### config.mk
export PLATFORM = sky130hd
export DESIGN_NAME = mantissa_align_shifter
export DESIGN_NICKNAME = d
export VERILOG_FILES = /design/src/rtl/fp_alu_pkg.sv /design/src/rtl/align_shift_stage.sv /design/src/rtl/mantissa_align_shifter.sv
export SDC_FILE = /design/constraint.sdc
export NUM_CORES = 1
export LEC_CHECK = 0
export BUFFER_PORTS_ARGS = -buffer_cell sky130_fd_sc_hd__buf_2
export CAP_MARGIN = 10
export CORE_MARGIN = 3
export CORE_UTILIZATION = 38
export CTS_CLUSTER_DIAMETER = 50
export CTS_CLUSTER_SIZE = 25
export DETAILED_ROUTE_END_ITERATION = 12
export PLACE_DENSITY = 0.57
export SETUP_SLACK_MARGIN = 0.3
export SLEW_MARGIN = 10
export SYNTH_ARGS = -nofsm -noshare
export SYNTH_HDL_FRONTEND = slang
export SYNTH_HIERARCHICAL = 1
export SYNTH_SLANG_ARGS = --single-unit
### constraint.sdc
create_clock -name clk -period 2 [get_ports clk]
set_input_delay 0 -clock clk [delete_from_list [all_inputs] [get_ports clk]]
set_output_delay 0 -clock clk [all_outputs]
set_load 0.01 [all_outputs]
### src/rtl/fp_alu_pkg.sv
// -----------------------------------------------------------------------------
// fp_alu_pkg
// Shared definitions for the floating-point ALU datapath.
//   MANT_W  : default mantissa width
//   SHAMT_W : default alignment shift-amount width
//   grs_t   : guard/round/sticky bundle passed between the aligner,
//             normaliser and rounder
// -----------------------------------------------------------------------------
package fp_alu_pkg;

    localparam int MANT_W  = 16;
    localparam int SHAMT_W = 5;

    typedef struct packed {
        logic guard;
        logic round;
        logic sticky;
    } grs_t;

endpackage

### src/rtl/align_shift_stage.sv
// -----------------------------------------------------------------------------
// align_shift_stage
// Combinational logical right shift of a W-bit vector with sticky collection.
// Every bit pushed out below bit 0 is ORed into sticky_out along with
// sticky_in. Shifts of W or more clear the vector entirely.
// Ports:
//   vec_in     : vector to shift
//   amt        : right-shift amount
//   sticky_in  : sticky accumulated by earlier stages
//   vec_out    : shifted vector
//   sticky_out : sticky_in OR any bit shifted out
// -----------------------------------------------------------------------------
module align_shift_stage #(
    parameter int W     = 18,
    parameter int AMT_W = 5
) (
    input  logic [W-1:0]     vec_in,
    input  logic [AMT_W-1:0] amt,
    input  logic             sticky_in,
    output logic [W-1:0]     vec_out,
    output logic             sticky_out
);

    // Upper half of the double-width shift is the result, the lower half
    // holds exactly the bits that fell off the bottom.
    logic [2*W-1:0] wide;

    always_comb begin
        wide = {vec_in, {W{1'b0}}} >> amt;
        if (int'(amt) >= W) begin
            vec_out    = '0;
            sticky_out = sticky_in | (|vec_in);
        end else begin
            vec_out    = wide[2*W-1:W];
            sticky_out = sticky_in | (|wide[W-1:0]);
        end
    end

endmodule

### src/rtl/mantissa_align_shifter.sv
// -----------------------------------------------------------------------------
// mantissa_align_shifter
// Two-stage elastic right shifter for mantissa alignment. The mantissa is
// extended with two zero bits below the LSB, shifted right, and the bits that
// land below the mantissa become guard, round and sticky.
// Ports:
//   clk, rst              : clock, synchronous active-high reset
//   in_valid/in_ready     : input handshake
//   in_data, in_shamt     : mantissa and right-shift amount
//   out_valid/out_ready   : output handshake
//   out_data              : aligned mantissa
//   out_guard/out_round   : first/second bit below the LSB
//   out_sticky            : OR of every bit below the round position
// -----------------------------------------------------------------------------
module mantissa_align_shifter #(
    parameter int WIDTH   = fp_alu_pkg::MANT_W,
    parameter int SHAMT_W = fp_alu_pkg::SHAMT_W
) (
    input  logic               clk,
    input  logic               rst,
    input  logic               in_valid,
    output logic               in_ready,
    input  logic [WIDTH-1:0]   in_data,
    input  logic [SHAMT_W-1:0] in_shamt,
    output logic               out_valid,
    input  logic               out_ready,
    output logic [WIDTH-1:0]   out_data,
    output logic               out_guard,
    output logic               out_round,
    output logic               out_sticky
);

    import fp_alu_pkg::*;

    localparam int EXT_W = WIDTH + 2;

    logic               vld_p1;
    logic [EXT_W-1:0]   ext_p1;
    logic               sticky_p1;
    logic [1:0]         fine_p1;

    logic               vld_p2;
    logic [WIDTH-1:0]   data_p2;
    grs_t               grs_p2;

    logic               s2_ready;
    logic [SHAMT_W-1:0] coarse_amt;
    logic [EXT_W-1:0]   ext_s1;
    logic               sticky_s1;
    logic [EXT_W-1:0]   ext_s2;
    logic               sticky_s2;

    // Stage 2 frees up when empty or draining; stage 1 can refill in the
    // same cycle it hands off, so a full pipe streams without bubbles.
    assign s2_ready = !vld_p2 || out_ready;
    assign in_ready = !vld_p1 || s2_ready;

    // Stage 1: coarse shift by the multiple-of-4 part of the amount.
    assign coarse_amt = {in_shamt[SHAMT_W-1:2], 2'b00};

    align_shift_stage #(.W(EXT_W), .AMT_W(SHAMT_W)) u_coarse (
        .vec_in     ({in_data, 2'b00}),
        .amt        (coarse_amt),
        .sticky_in  (1'b0),
        .vec_out    (ext_s1),
        .sticky_out (sticky_s1)
    );

    always_ff @(posedge clk) begin
        if (in_valid && in_ready) begin
            ext_p1    <= ext_s1;
            sticky_p1 <= sticky_s1;
            fine_p1   <= in_shamt[1:0];
        end
    end

    // Stage 2: residual shift of 0..3.
    align_shift_stage #(.W(EXT_W), .AMT_W(2)) u_fine (
        .vec_in     (ext_p1),
        .amt        (fine_p1),
        .sticky_in  (sticky_p1),
        .vec_out    (ext_s2),
        .sticky_out (sticky_s2)
    );

    always_ff @(posedge clk) begin
        if (rst) begin
            vld_p1  <= 1'b0;
            vld_p2  <= 1'b0;
            data_p2 <= '0;
            grs_p2  <= '0;
        end else begin
            if (in_ready) begin
                vld_p1 <= in_valid;
            end
            if (s2_ready) begin
                vld_p2 <= vld_p1;
            end
            // Output registers only load on advance, so a stalled result
            // holds steady until the consumer takes it.
            if (vld_p1 && s2_ready) begin
                data_p2       <= ext_s2[EXT_W-1:2];
                grs_p2.guard  <= ext_s2[1];
                grs_p2.round  <= ext_s2[0];
                grs_p2.sticky <= sticky_s2;
            end
        end
    end

    assign out_valid  = vld_p2;
    assign out_data   = data_p2;
    assign out_guard  = grs_p2.guard;
    assign out_round  = grs_p2.round;
    assign out_sticky = grs_p2.sticky;

endmodule

* Word-level counts from Yosys, hierarchy flattened
Cells that the tools add are included.
W data, S select, Z words.
** Operators by class
- $lt $le $gt $ge :: 1
- Shift-type cells :: 2
- Mux-type cells :: 1
- Bitwise logic cells :: 1
- Reductions and logical operators :: 9
** Operators with widths (count)
- $reduce_or A18 Y1 :: 2
- $shr A36 B2 Y36 :: 1
- $shr A36 B5 Y36 :: 1
- $reduce_or A16 Y1 :: 1
- $ge A5 B5 Y1 const B :: 1
- $logic_and A1 B1 Y1 :: 2
- $logic_not A1 Y1 :: 2
- $logic_or A1 B1 Y1 :: 2
- $mux W1 :: 1
- $or A1 B1 Y1 :: 1
** Storage, ports and cells
- Register bits after elaboration :: 42
- Input port bits :: 25
- Output and inout port bits :: 21
- Word-level logic and storage cells :: 23

* Longest topological paths before layout
- Depth after elaboration :: 4
- Gate-level depth with buffers :: 11
- Depth with buffers taken out :: 7

* Modules after synthesis
The synthesis kept the hierarchy.
** By module, submodules not included
- mantissa_align_shifter :: instances 1, cells each 114, area an instance 1571.5 µm², sequential area each 1051.0 µm²
- align_shift_stage at u_coarse :: instances 1, cells each 160, area an instance 1301.2 µm², sequential area each 0.0 µm²
- align_shift_stage at u_fine :: instances 1, cells each 35, area an instance 439.2 µm², sequential area each 0.0 µm²

* Least setup slack after synthesis
Ideal clock, no wire load.
- Path type :: reg2reg
- Start point :: register vld_p2, in the netlist out_valid
- End point :: register ext_p1[0], enable pin
- Setup time :: 0.406 ns
- Arrival :: 1.550 ns
- Data required time :: 1.594 ns
- Path slack :: 0.044 ns
- Cell stages (with the launch flop) :: 3
- Buffers on the path :: 0
- Period minus slack after synthesis :: 1.956 ns
- Cell sequence :: dfxtp_1 > nor2b_4 > a21oi_1
** On the way
- Longest elaborated chain between the ends :: 4
** RTL lines
- start, declared :: line mantissa_align_shifter.sv:42 : logic vld_p2;
- start signal, assigned :: line mantissa_align_shifter.sv:97 : vld_p2 <= vld_p1;
- $logic_not A1 Y1 :: line mantissa_align_shifter.sv:55 : assign s2_ready = !vld_p2 || out_ready;
- $logic_or A1 B1 Y1 :: line mantissa_align_shifter.sv:55
- $logic_or A1 B1 Y1 :: line mantissa_align_shifter.sv:56 : assign in_ready = !vld_p1 || s2_ready;
- $logic_and A1 B1 Y1 :: line mantissa_align_shifter.sv:70 : if (in_valid && in_ready) begin
- end signal, assigned :: line mantissa_align_shifter.sv:71 : ext_p1 <= ext_s1;
- end, declared :: line mantissa_align_shifter.sv:38 : logic [EXT_W-1:0] ext_p1;
Every way passes these cells.
A chain may end at the register's enable or synchronous reset.

* Worst setup path in the final report
- Start point :: input port in_data[9]
- End point :: register sticky_p1, data pin
** On the way
- Longest elaborated chain between the ends :: 3
- Elaborated cells between the ends (all ways) :: 4
- Classes of those cells :: 1 x shift; 1 x mux; 2 x reduce/logical
** RTL lines
- start, declared :: line mantissa_align_shifter.sv:23 : input logic [WIDTH-1:0] in_data,
- $shr A36 B5 Y36 :: line align_shift_stage.sv:29 : wide = {vec_in, {W{1'b0}}} >> amt;
- $reduce_or A18 Y1 :: line align_shift_stage.sv:35 : sticky_out = sticky_in | (|wide[W-1:0]);
- $mux W1 (*) :: line align_shift_stage.sv:30 : if (int'(amt) >= W) begin
- net sticky_s1 :: line mantissa_align_shifter.sv:49 : logic sticky_s1;
- end signal, assigned :: line mantissa_align_shifter.sv:72 : sticky_p1 <= sticky_s1;
- end, declared :: line mantissa_align_shifter.sv:39 : logic sticky_p1;
The timed path passes the listed nets; every way through them passes the cells marked *.

==> results.cfg <==
[outcome]
outcome = finished clean

[yosys]
avgSynthCellArea_um2 = 10.7
syn-instance-count = 309
synth_enable_flop_cells = 21
synth-async-reset-ratio_pct = 0
yosysWarnings = 6
ys_seq_area_share_pct = 31.7
yosysTopAreaCellShare_pct = 19.0
ys_types = 59
ys_top_cells_by_area = edfxtp_1 (19%), mux2i_1 (14%), dfxtp_1 (13%)
yosys_register_bits = 42
synth_flop_cell = edfxtp_1
netlist_area_mm2 = 0.00331
synth_area_leader_cell = edfxtp_1

[drt]
routed_wl_mm = 7.65
drt-met1-wl_mm = 3.42
viasPerCell = 5.35
drc = 0
dr_total_vias = 2728
wl_met2_mm = 3.61
wl_met3_um = 365
routedWlPerCell_um = 15.0
routed.top_layer = met4
drtIter0Drc = 140
firstDrtPassIters = 4
ant_nets = 0

[global_routing]
grt.total_usage_pct = 16.0
antenna_found_initial = 0
grt_pass1_vias = 2674
grt_pass1_wl_mm = 12.9
grt_start_max_net_pins = 41
gr-total-overflow = 0

[setup_path]
cp.depth = 8
crit_chain = buf_2 -> mux2_2 -> mux4_2 -> a222oi_1 -> nand2_1 -> nor4_2 -> o221ai_1 -> o21a_1
worstRegToRegCells = 4
max_stage_delay_ns = 0.50
critical_path_required_ns = 2.05
setup.worst_path.class = in2reg
crit_path_top_delay_cell = mux4_2
arrival_ns = 1.88
path_buf_inv = 1
worstPathMaxFanout = 5
r2r_setup_slack_ns = 0.59
crit_path_end_kind = flop
critPathTopFamily = multiplexers
worstSetupStartpointType = input pin

[die]
die_x_um = 99.4
core-area_mm2 = 0.00834
rows = 33
dieArea_mm2 = 0.00987
die_h_um = 99.4
start_util_pct = 39.7
io_pins = 46

[clocking]
numCtsBuffers = 5
clock_path_buffers = 2
cts_tree = built
cts_root_buf = clkbuf_8
cts_resized = 0
clk_latency_ns = 0.29
clock-sinks = 42
htree_levels = 2
clkSlewWorstSetupHoldPaths_ns = 0.08

[cells_and_area]
fill_cells = 805
area_delta_synth_final_pct = 23.2
final_core_util_pct = 48.9
seqCellArea_mm2 = 0.00105
nets = 429
multi_input_area_mm2 = 0.00215
drive_above_1_share_pct = 33.6
antenna_cells = 0

[timing]
skew_ns = 0.00542
period_share_pct = 91.6
slew_violations = 0
fmax_mhz = 546
tns_ns = 0
final-hold-violation-count = 0
rsz0062_at_grt = true
period_needed_ns = 1.83
setup_viol = 0
hold_slack_ns = 0.0205

[power_and_ir_drop]
max-vdd-ir-drop_v = 0.000334
powerDensity_mw_per_mm2 = 594
power.leakage_nw = 1.69
finalPower_mw = 2.42

[placed_design]
io_buffer_count = 45
place_hpwl_mm = 5.96
gp_congestion = 0.875

[hold_path]
hold_depth = 4
hold_path_class = in2reg

[job]
maxCapViolations = 0
==> cells in the final DEF (no fill, tap or decap), types with 2 or more instances in the layout <==
cell type	instances
clkbuf_8	5
edfxtp_1	21
and2_1	3
a222oi_1	2
o21a_1	4
nand2b_1	40
nand3_1	3
dfxtp_1	21
nor3b_1	3
or2_2	3
buf_4	46
o221ai_1	2
nor4b_1	2
a2111oi_0	2
mux2_2	9
bufinv_16	2
nand3b_1	2
dlygate4sd3_1	3
nor2_1	24
nand2_1	12
o21ai_0	7
a21oi_1	6
inv_1	5
conb_1	19
mux4_2	16
mux2_4	2
mux2i_1	47
buf_2	45
nor2b_1	6
mux4_1	4
o22ai_1	4
nand4_1	2
a211oi_1	2
nor4_1	5
a22oi_1	2
==> registers in the layout (all words and copies together) (netlist names) <==
name        flops
out_data       16
fine_p1         2
out_valid       1
ext_p1         18
sticky_p1       1
out_sticky      1
out_round       1
vld_p1          1
out_guard       1
==> worst paths after layout <==
| check | end | from |
|---|---|---|
| setup / recovery | sticky_p1$_DFFE_PP_ | in_data[9] |
| hold / removal | out_valid$_SDFFE_PP0P_ | out_ready |
| setup reg to reg | out_data[5]$_SDFFE_PP0P_ | fine_p1[1]$_DFFE_PP_ |
| hold reg to reg | out_data[0]$_SDFFE_PP0P_ | out_data[0]$_SDFFE_PP0P_ |
==> cell families after synthesis <==
group	synth area share (%)
DFF	31.7
and+or+nand+nor	19.3
AOI/OAI and AO/OA	10.7
muxes	32.6
other	0.113
buffers and inverters	5.63
==> report_power, final <==
group / total [mW] / leakage (nW) / internal, mW / switching, mW
clock network: 0.773 / 0.0658 / 0.494 / 0.280
registers: 0.996 / 0.381 / 0.962 / 0.0346
logic: 0.652 / 1.24 / 0.338 / 0.314
==> through the flow <==
stage | cell area, um^2 | cells | worst slack, ns
3_3_place_gp | 3890 | 496 | -0.0340
3_5_place_dp | 3890 | 496 | -0.108
4_1_cts | 4060 | 507 | 0.206
5_1_grt | 4080 | 510 | 0.101
2_1_floorplan | 3380 | 327 | 0.185
6_report | 4080 | 510 | 0.167
==> worst reg2reg max path: cells and delay by family (launching register included) <==
| family | cells | cell delay (ns) |
|---|---|---|
| buffers and inverters | 1 | 0.28 |
| flip-flops | 1 | 0.53 |
| multiplexers | 2 | 0.39 |
| AND/OR/NAND/NOR | 1 | 0.09 |
==> final cells by class <==
class                           count  share of cell area [%]
Inverter                            5                   0.460
Multi-Input combinational cell    256                    52.6
Sequential cell                    42                    25.8
Tap cell                          105                    3.22
Clock inverter                      3                    1.56
Timing Repair Buffer               94                    14.7
Clock buffer                        5                    1.69
==> cell usage after synthesis, types with 3 or more instances <==
library cell   n
nand2_1       12
mux2_2         9
a21oi_1        7
mux4_1         4
nor4_1         5
buf_6          4
nor3b_1        3
or2_2          3
inv_1          5
o21a_1         4
mux4_2        16
nand2b_1      40
edfxtp_1      21
mux2i_1       47
nor2b_1        6
and2_1         3
o21ai_0        7
nand3_1        3
clkbuf_1      12
dfxtp_1       21
o22ai_1        4
nor2_1        24
==> routing by layer <==
layer,up-vias,track usage [%]
met4,0,7.25
li1,1339,-
met1,1288,21.1
met5,-,0
met2,84,26.0
met3,17,2.31
==> timing repair <==
| item | 4_1_cts | 5_1_grt |
|---|---|---|
| hold endpoints to repair | 3 | 0 |
| endpoints found under the setup margin | 1 | 10 |
| hold buffers | 3 | 0 |
| buffers inserted | 0 | 3 |
Power figures use the tool's default switching activity.
